<file path="src/rtl/operand_fetch.sv">
// Register-read stage: resolves source operands against a generic forwarding
// network, stalls on unavailable results, and counts / watches hazard stalls.
module operand_fetch #(
  parameter int XLEN    = 32,
  parameter int NUM_SRC = 2,
  parameter int NUM_FWD = 4,
  parameter int REG_W   = 5,
  parameter int CNT_W   = 16,
  parameter int TIMEOUT = 64
) (
  input  logic                     clk,
  input  logic                     rst,
  input  logic                     in_noop,
  input  logic [NUM_SRC*REG_W-1:0] in_rs,
  input  logic [NUM_SRC*XLEN-1:0]  rf_rdata,
  input  logic [NUM_FWD-1:0]       fwd_valid,
  input  logic [NUM_FWD*REG_W-1:0] fwd_rd,
  input  logic [NUM_FWD-1:0]       fwd_avail,
  input  logic [NUM_FWD*XLEN-1:0]  fwd_data,
  input  logic                     out_hold,
  input  logic                     flush,
  output logic                     stall,
  output logic                     out_noop,
  output logic [NUM_SRC*XLEN-1:0]  out_rs_data,
  output logic [CNT_W-1:0]         stall_count,
  output logic                     stall_timeout
);

  localparam int TW = $clog2(TIMEOUT + 1);

  logic [NUM_SRC-1:0]      hz;
  logic [NUM_SRC*XLEN-1:0] opnd;
  logic                    hazard;
  logic                    count_stall;

  logic                    out_noop_q, out_noop_d;
  logic [NUM_SRC*XLEN-1:0] out_rs_data_q, out_rs_data_d;
  logic [CNT_W-1:0]        stall_count_q, stall_count_d;
  logic [TW-1:0]           cons_q, cons_d;
  logic                    stall_timeout_q, stall_timeout_d;

  // Stages are scanned oldest to youngest so the youngest match overwrites.
  always_comb begin
    hz   = '0;
    opnd = rf_rdata;
    for (int unsigned i = 0; i < NUM_SRC; i++) begin
      for (int unsigned j = 0; j < NUM_FWD; j++) begin
        if (!in_noop && (in_rs[i*REG_W +: REG_W] != '0) &&
            fwd_valid[NUM_FWD-1-j] &&
            (fwd_rd[(NUM_FWD-1-j)*REG_W +: REG_W] == in_rs[i*REG_W +: REG_W])) begin
          hz[i] = !fwd_avail[NUM_FWD-1-j];
          opnd[i*XLEN +: XLEN] = fwd_avail[NUM_FWD-1-j] ?
                                 fwd_data[(NUM_FWD-1-j)*XLEN +: XLEN] :
                                 rf_rdata[i*XLEN +: XLEN];
        end
      end
    end
    hazard      = |hz;
    stall       = hazard | out_hold;
    count_stall = hazard & ~flush;
  end

  always_comb begin
    out_noop_d    = out_noop_q;
    out_rs_data_d = out_rs_data_q;
    if (flush) begin
      out_noop_d = 1'b1;
    end else if (!out_hold) begin
      out_noop_d    = in_noop | hazard;
      out_rs_data_d = opnd;
    end

    stall_count_d = stall_count_q;
    if (count_stall && (stall_count_q != '1)) begin
      stall_count_d = stall_count_q + CNT_W'(1);
    end

    cons_d = '0;
    if (count_stall) begin
      cons_d = (cons_q == TW'(TIMEOUT)) ? cons_q : cons_q + TW'(1);
    end
    stall_timeout_d = stall_timeout_q | (cons_d == TW'(TIMEOUT));
  end

  always_ff @(posedge clk or posedge rst) begin
    if (rst) begin
      out_noop_q      <= 1'b1;
      out_rs_data_q   <= '0;
      stall_count_q   <= '0;
      cons_q          <= '0;
      stall_timeout_q <= 1'b0;
    end else begin
      out_noop_q      <= out_noop_d;
      out_rs_data_q   <= out_rs_data_d;
      stall_count_q   <= stall_count_d;
      cons_q          <= cons_d;
      stall_timeout_q <= stall_timeout_d;
    end
  end

  assign out_noop      = out_noop_q;
  assign out_rs_data   = out_rs_data_q;
  assign stall_count   = stall_count_q;
  assign stall_timeout = stall_timeout_q;

endmodule
</file>
<file path="config.mk">
export PLATFORM = sky130hd
export DESIGN_NAME = operand_fetch
export DESIGN_NICKNAME = d
export VERILOG_FILES = /design/src/rtl/operand_fetch.sv
export SDC_FILE = /design/constraint.sdc
export NUM_CORES = 1
export LEC_CHECK = 0
export ABC_AREA = 1
export CAP_MARGIN = 20
export CORE_UTILIZATION = 30
export DETAILED_ROUTE_END_ITERATION = 10
export GPL_TIMING_DRIVEN = 1
export PLACE_DENSITY = 0.69
export REMOVE_ABC_BUFFERS = 1
export SLEW_MARGIN = 20
export SYNTH_ARGS = -nofsm -noshare
export SYNTH_HDL_FRONTEND = slang
export SYNTH_SLANG_ARGS = --single-unit
</file>
<file path="constraint.sdc">
create_clock -name clk -period 6.8 [get_ports clk]
set_clock_uncertainty 0.15 [all_clocks]
set_input_delay 1.7 -clock clk [delete_from_list [all_inputs] [get_ports clk]]
set_output_delay 1.7 -clock clk [all_outputs]
set_load 0.05 [all_outputs]
</file>
Word level (Yosys, flattened, before mapping). Cells that the tools add are included.

Register bits: 89. Bits of input ports: 235. Output and inout bits: 83. Word-level logic and storage cells: 81.

Add/sub/neg operators: 2. Eq/ne operators: 12. Multiplexer cells: 28. Bitwise operators: 6. Reduce and logical (&&, ||, !) cells: 28.

Operator list (number): $mux W32 (16); $eq A5 B5 Y1 (8); $logic_and A1 B1 Y1 (19); $add A16 B1 Y16 const B (1); $ne A16 B16 Y1 const B (1); $eq A7 B7 Y1 const B (2); $mux W7 (2); $mux W1 (10); $reduce_bool A5 Y1 (2); $add A7 B1 Y7 const B (1); $logic_not A1 Y1 (5); $or A1 B1 Y1 (3); $ne A2 B1 Y1 const B (1); $not A1 Y1 (2); $reduce_and A2 Y1 (1); $reduce_or A2 Y1 (1); $and A1 B1 Y1 (1).

Longest topological paths before layout.
Depth after elaboration: 13. Depth in mapped cells: 17. Gate-level depth less buffers: 17.

Least setup slack after synthesis. OpenSTA, ideal clock, no wires.

Path type: input -> output. Start point: input port in_rs[9]. End point: output port stall. Data arrival time: 3101 ps. Data required time: 4950 ps. Slack: 1849 ps. Stages on the path: 12. Path buffers: 1. Cell sequence: buf_4 -> inv_1 -> nand3_1 -> nand2_2 -> inv_4 -> nand3_2 -> nand2_1 -> inv_1 -> nand2_1 -> nand2_1 -> nand3_4 -> or2_2.

Cells in the longest elaborated chain, start to end: 10. Elaborated cells on any way between the ends: 20. Classes of those cells: 4 x eq/ne; 4 x mux; 1 x bitwise; 11 x reduce/logical.

Ends and longest elaborated chain: from (decl) (RTL line 14) `input logic [NUM_SRC*REG_W-1:0] in_rs,`; $reduce_bool A5 Y1 (RTL line 48) `if (!in_noop && (in_rs[i*REG_W +: REG_W] != '0) &&`; $logic_and A1 B1 Y1 (2 in series) (RTL line 48); $logic_and A1 B1 Y1 (RTL line 49) `fwd_valid[NUM_FWD-1-j] &&`; $mux W1 (3 in series) (RTL line 48); $mux W1 * (RTL line 48); $reduce_or A2 Y1 * (RTL line 58) `hazard = |hz;`; $or A1 B1 Y1 * (RTL line 59) `stall = hazard | out_hold;`; to (decl) (RTL line 22) `output logic stall,`.

Mark *: on every way between the ends. The rest lies on a longest branch, timed or not.

Worst setup path in the final report.
Start point: input port in_rs[8]. End point: output port stall.

Same word-level chain as after synthesis.

==> run_summary.xml <==
<?xml version="1.0" encoding="UTF-8"?>
<metrics>
  <group name="routing">
    <metric name="routed_wirelength" unit="mm">41.9</metric>
    <metric name="postRouteAntennaNets" unit="">0</metric>
    <metric name="post_detailed_route_wirelength_per_cell" unit="um">19.7</metric>
    <metric name="post-route-drc-count" unit="">0</metric>
    <metric name="dr.first_iter.drc_count" unit="">1041</metric>
    <metric name="detailedRoute.firstPassIterationCount" unit="">5</metric>
    <metric name="viasPerCell" unit="">5.48</metric>
    <metric name="dr_total_vias" unit="">11700</metric>
  </group>
  <group name="logic_synthesis">
    <metric name="synthDistinctLibCells" unit="">39</metric>
    <metric name="synth_top_cell_by_area" unit="">dfrtp_1</metric>
    <metric name="netlist_top_cells_count" unit="">380 x nand2_1, 259 x o21ai_0, 188 x a21oi_1</metric>
    <metric name="yosys-top-cells-area" unit="">dfrtp_1 25%, nand2_1 16%, o21ai_0 14%</metric>
    <metric name="yosysWarnings" unit="">0</metric>
    <metric name="synthMostInstantiatedCell" unit="">nand2_1</metric>
    <metric name="synth-main-ff-cell" unit="">dfrtp_1</metric>
    <metric name="synth.ff_latch_count" unit="">89</metric>
    <metric name="synth-edff-count" unit="">0</metric>
    <metric name="syn_area" unit="um^2">8940</metric>
    <metric name="yosys.area.top_type_share" unit="%">24.6</metric>
    <metric name="netlist_instances" unit="">1496</metric>
    <metric name="asyncSetResetFlopFracSynth" unit="%">100</metric>
    <metric name="synth_sequential_area_ratio" unit="%">24.9</metric>
    <metric name="mean_instance_size_in_the_synthesized_netlist" unit="um^2">5.98</metric>
  </group>
  <group name="pwr">
    <metric name="power_frac_comb" unit="%">45.1</metric>
    <metric name="p_per_area" unit="nW/um^2">171</metric>
    <metric name="vdd_drop_max" unit="V">0.0000970</metric>
    <metric name="sequentialPowerShare" unit="%">30.7</metric>
    <metric name="reported_net_switching_power" unit="uW">911</metric>
    <metric name="power.clock.fraction" unit="%">24.2</metric>
    <metric name="post-layout-total-power" unit="uW">2160</metric>
    <metric name="power.share.switching" unit="%">42.3</metric>
    <metric name="power_leakage" unit="uW">0.00558</metric>
    <metric name="cell_internal_power" unit="uW">1240</metric>
  </group>
  <group name="sta">
    <metric name="hold_viol" unit="">0</metric>
    <metric name="finalSetupViolations" unit="">0</metric>
    <metric name="fin_crit_sh" unit="%">84.5</metric>
    <metric name="timing.setup.tns" unit="ns">0</metric>
    <metric name="unrepaired_setup_endpoints_after_global_routing" unit="">no</metric>
    <metric name="maxSlewViolCount" unit="">0</metric>
    <metric name="period_needed" unit="ns">5.75</metric>
    <metric name="transition_time_of_the_tightest_slew_check_pin" unit="ns">1.15</metric>
    <metric name="timing.slew.headroom" unit="%">23.4</metric>
    <metric name="max_freq" unit="MHz">174</metric>
    <metric name="fin_ws" unit="ns">1.05</metric>
  </group>
  <group name="floorplanning">
    <metric name="floorplan.rows" unit="">62</metric>
    <metric name="die_height" unit="um">175</metric>
    <metric name="initial_core_util" unit="%">30.8</metric>
    <metric name="die_area" unit="um^2">30500</metric>
    <metric name="fp.coreArea" unit="um^2">29000</metric>
    <metric name="design.portCount" unit="">318</metric>
    <metric name="floorplan.die.width" unit="um">175</metric>
  </group>
  <group name="worst_setup_path">
    <metric name="worst_setup_path_end_kind" unit="">output pin</metric>
    <metric name="worstSetupPathType" unit="">input port to output pin</metric>
    <metric name="arrival_time_of_the_worst_setup_path" unit="ns">3.90</metric>
    <metric name="critPathMaxFanout" unit="">10</metric>
    <metric name="crit_path_top_delay_cell" unit="">clkdlybuf4s50_1</metric>
    <metric name="timing.critical_path.from_type" unit="">input port</metric>
    <metric name="critPathRequiredTime" unit="ns">4.95</metric>
    <metric name="critical-path-max-stage-delay" unit="ns">0.65</metric>
    <metric name="critical_path.most_common_cell" unit="">nand2_1</metric>
    <metric name="cp_cell_sequence" unit="">clkdlybuf4s50_1 -&gt; xnor2_1 -&gt; nand2_1 -&gt; nor3_1 -&gt; nand3_2 -&gt; nand2_1 -&gt; inv_1 -&gt; nand2_1 -&gt; nand3_4 -&gt; or2_2 -&gt; buf_4</metric>
  </group>
  <group name="global_routing">
    <metric name="grt_max_degree" unit="">81</metric>
    <metric name="antenna_found_initial" unit="">7</metric>
    <metric name="global_route.usage.total" unit="%">27.1</metric>
    <metric name="wire_length_of_the_first_global_routing_pass" unit="mm">64.4</metric>
    <metric name="first_global_vias" unit="">11500</metric>
    <metric name="grt_overflow" unit="">0</metric>
  </group>
  <group name="cts">
    <metric name="cts_num_sinks" unit="">89</metric>
    <metric name="cts_repair_resize_count" unit="">0</metric>
    <metric name="post_cts_hold_buffer_count" unit="">0</metric>
    <metric name="path_clk_slew" unit="ns">0.07</metric>
    <metric name="cts_max_level" unit="">3</metric>
    <metric name="postCtsSetupBuffers" unit="">0</metric>
    <metric name="clock_tree_from_tritoncts" unit="">yes</metric>
    <metric name="tritoncts.num_buffers" unit="">9</metric>
    <metric name="clock-root-buffer" unit="">clkbuf_16</metric>
    <metric name="cts_max_path_buffers" unit="">2</metric>
    <metric name="clock_insertion_delay_worst_skew" unit="ns">0.35</metric>
  </group>
  <group name="hold_path">
    <metric name="min_path_type" unit="">flop to flop</metric>
  </group>
  <group name="finish">
    <metric name="final_layout_size_suffix_gt1_share" unit="%">4.47</metric>
    <metric name="final-seq-area" unit="um^2">2230</metric>
    <metric name="number_of_filler_instances_in_the_final_layout" unit="">3003</metric>
    <metric name="multi_input_comb_area" unit="um^2">5890</metric>
    <metric name="flow.area_growth_from_synthesis" unit="%">40.8</metric>
    <metric name="final_cells" unit="">2133</metric>
    <metric name="final_util" unit="%">43.4</metric>
    <metric name="num-nets-final" unit="">1977</metric>
  </group>
  <group name="placement">
    <metric name="worst_slack_after_detailed_placement" unit="ns">1.08</metric>
    <metric name="replace_congestion" unit="">0.948</metric>
    <metric name="place.detailed.hpwl" unit="mm">28.2</metric>
    <metric name="dp.cells" unit="">2112</metric>
    <metric name="place.port_buffers" unit="">317</metric>
  </group>
  <group name="run_status">
    <metric name="outcome" unit="">completed</metric>
  </group>
  <group name="run">
    <metric name="cap_violations" unit="">0</metric>
  </group>
</metrics>
==> worst max-delay path, delay by kind of cell <==
| family | cells | cell delay (ns) |
|---|---|---|
| XOR/XNOR | 1 | 0.16 |
| buffers and inverters | 3 | 0.88 |
| AND/OR/NAND/NOR | 7 | 1.16 |
==> power by group through the flow <==
stage / Sequential, uW / Clock, uW / Combinational (uW)
finish: 662 / 521 / 972
floorplan: 923 / 0 / 277
global route: 672 / 552 / 1030
CTS: 662 / 534 / 968
global placement: 670 / 0 / 958
detailed placement: 670 / 0 / 965
==> registers in the layout, indices dropped and copies added (netlist names) <==
register / count
out_rs_data: 64
out_noop: 1
cons_q: 7
stall_timeout: 1
stall_count: 16
==> layout by cell type (no fill, tap or decap), types with 4 or more instances in the layout <==
cell and count:
buf_4 20, diode_2 5, o21ai_1 9, clkdlybuf4s50_1 312
nor2_1 156, o21ai_0 259, nand4_1 10, inv_1 95
nand3_2 5, inv_2 8, a21oi_1 188, nand3_1 18
xor2_1 18, dfrtp_1 88, buf_2 4, nand2_2 6
xnor2_1 18, a21boi_0 31, a21o_1 7, nor4_1 6
nand2_1 378, clkbuf_16 9, o211ai_1 5, nor3_1 6
o21bai_1 24, o21a_1 25, o22ai_1 7
==> final cells by class <==
type	instances	area share, %
Clock inverter	5	0.308
Timing Repair Buffer	336	26.2
Inverter	105	3.17
Multi-Input combinational cell	1198	46.8
Antenna cell	5	0.0994
Sequential cell	89	17.7
Clock buffer	11	2.01
Tap cell	384	3.82
==> metal layers <==
metal / share of wire [%] / routed length [um] / global-route usage (%)
met1: 41 / 17100 / 34.8
met2: 46 / 19400 / 44.3
met3: 9.5 / 3980 / 4.94
met4: 3.4 / 1450 / 11.4
met5: 0.098 / 41 / 0
==> stage by stage <==
stage / area (um^2) / hold WS (ns)
after global routing: 12600 / 0.373
after detailed placement: 12300 / 0.330
after floorplan: 8470 / 0.421
final: 12600 / 0.344
after CTS: 12600 / 0.348
after global placement: 12300 / 0.309
==> cells by family (layout without fill, tap and decap cells) <==
| family | count (synthesis) | after routing | synth area share, % |
|---|---|---|---|
| flops | 89 | 89 | 24.9 |
| simple gates | 600 | 600 | 27.3 |
| compound gates | 558 | 558 | 34.0 |
| fa+ha+maj | 3 | 3 | 0.420 |
| other cells | 0 | 5 | 0 |
| buf+inv | 209 | 457 | 9.70 |
| mux | 1 | 1 | 0.112 |
| xor+xnor | 36 | 36 | 3.53 |
==> final timing paths <==
kind                           startpoint             end  slack [ns]  depth (start not counted)
hold / removal              stall_timeout   stall_timeout        0.34                          2
max in group asynchronous             rst  out_rs_data[2]        3.73                          3
setup reg to reg           stall_count[0]  stall_count[3]        4.48                          8
hold reg to reg             stall_timeout   stall_timeout        0.34                          2
setup / recovery                 in_rs[8]           stall        1.05                         11
min in group asynchronous             rst       cons_q[2]        1.65                          2
Power figures use the tool's default switching activity.
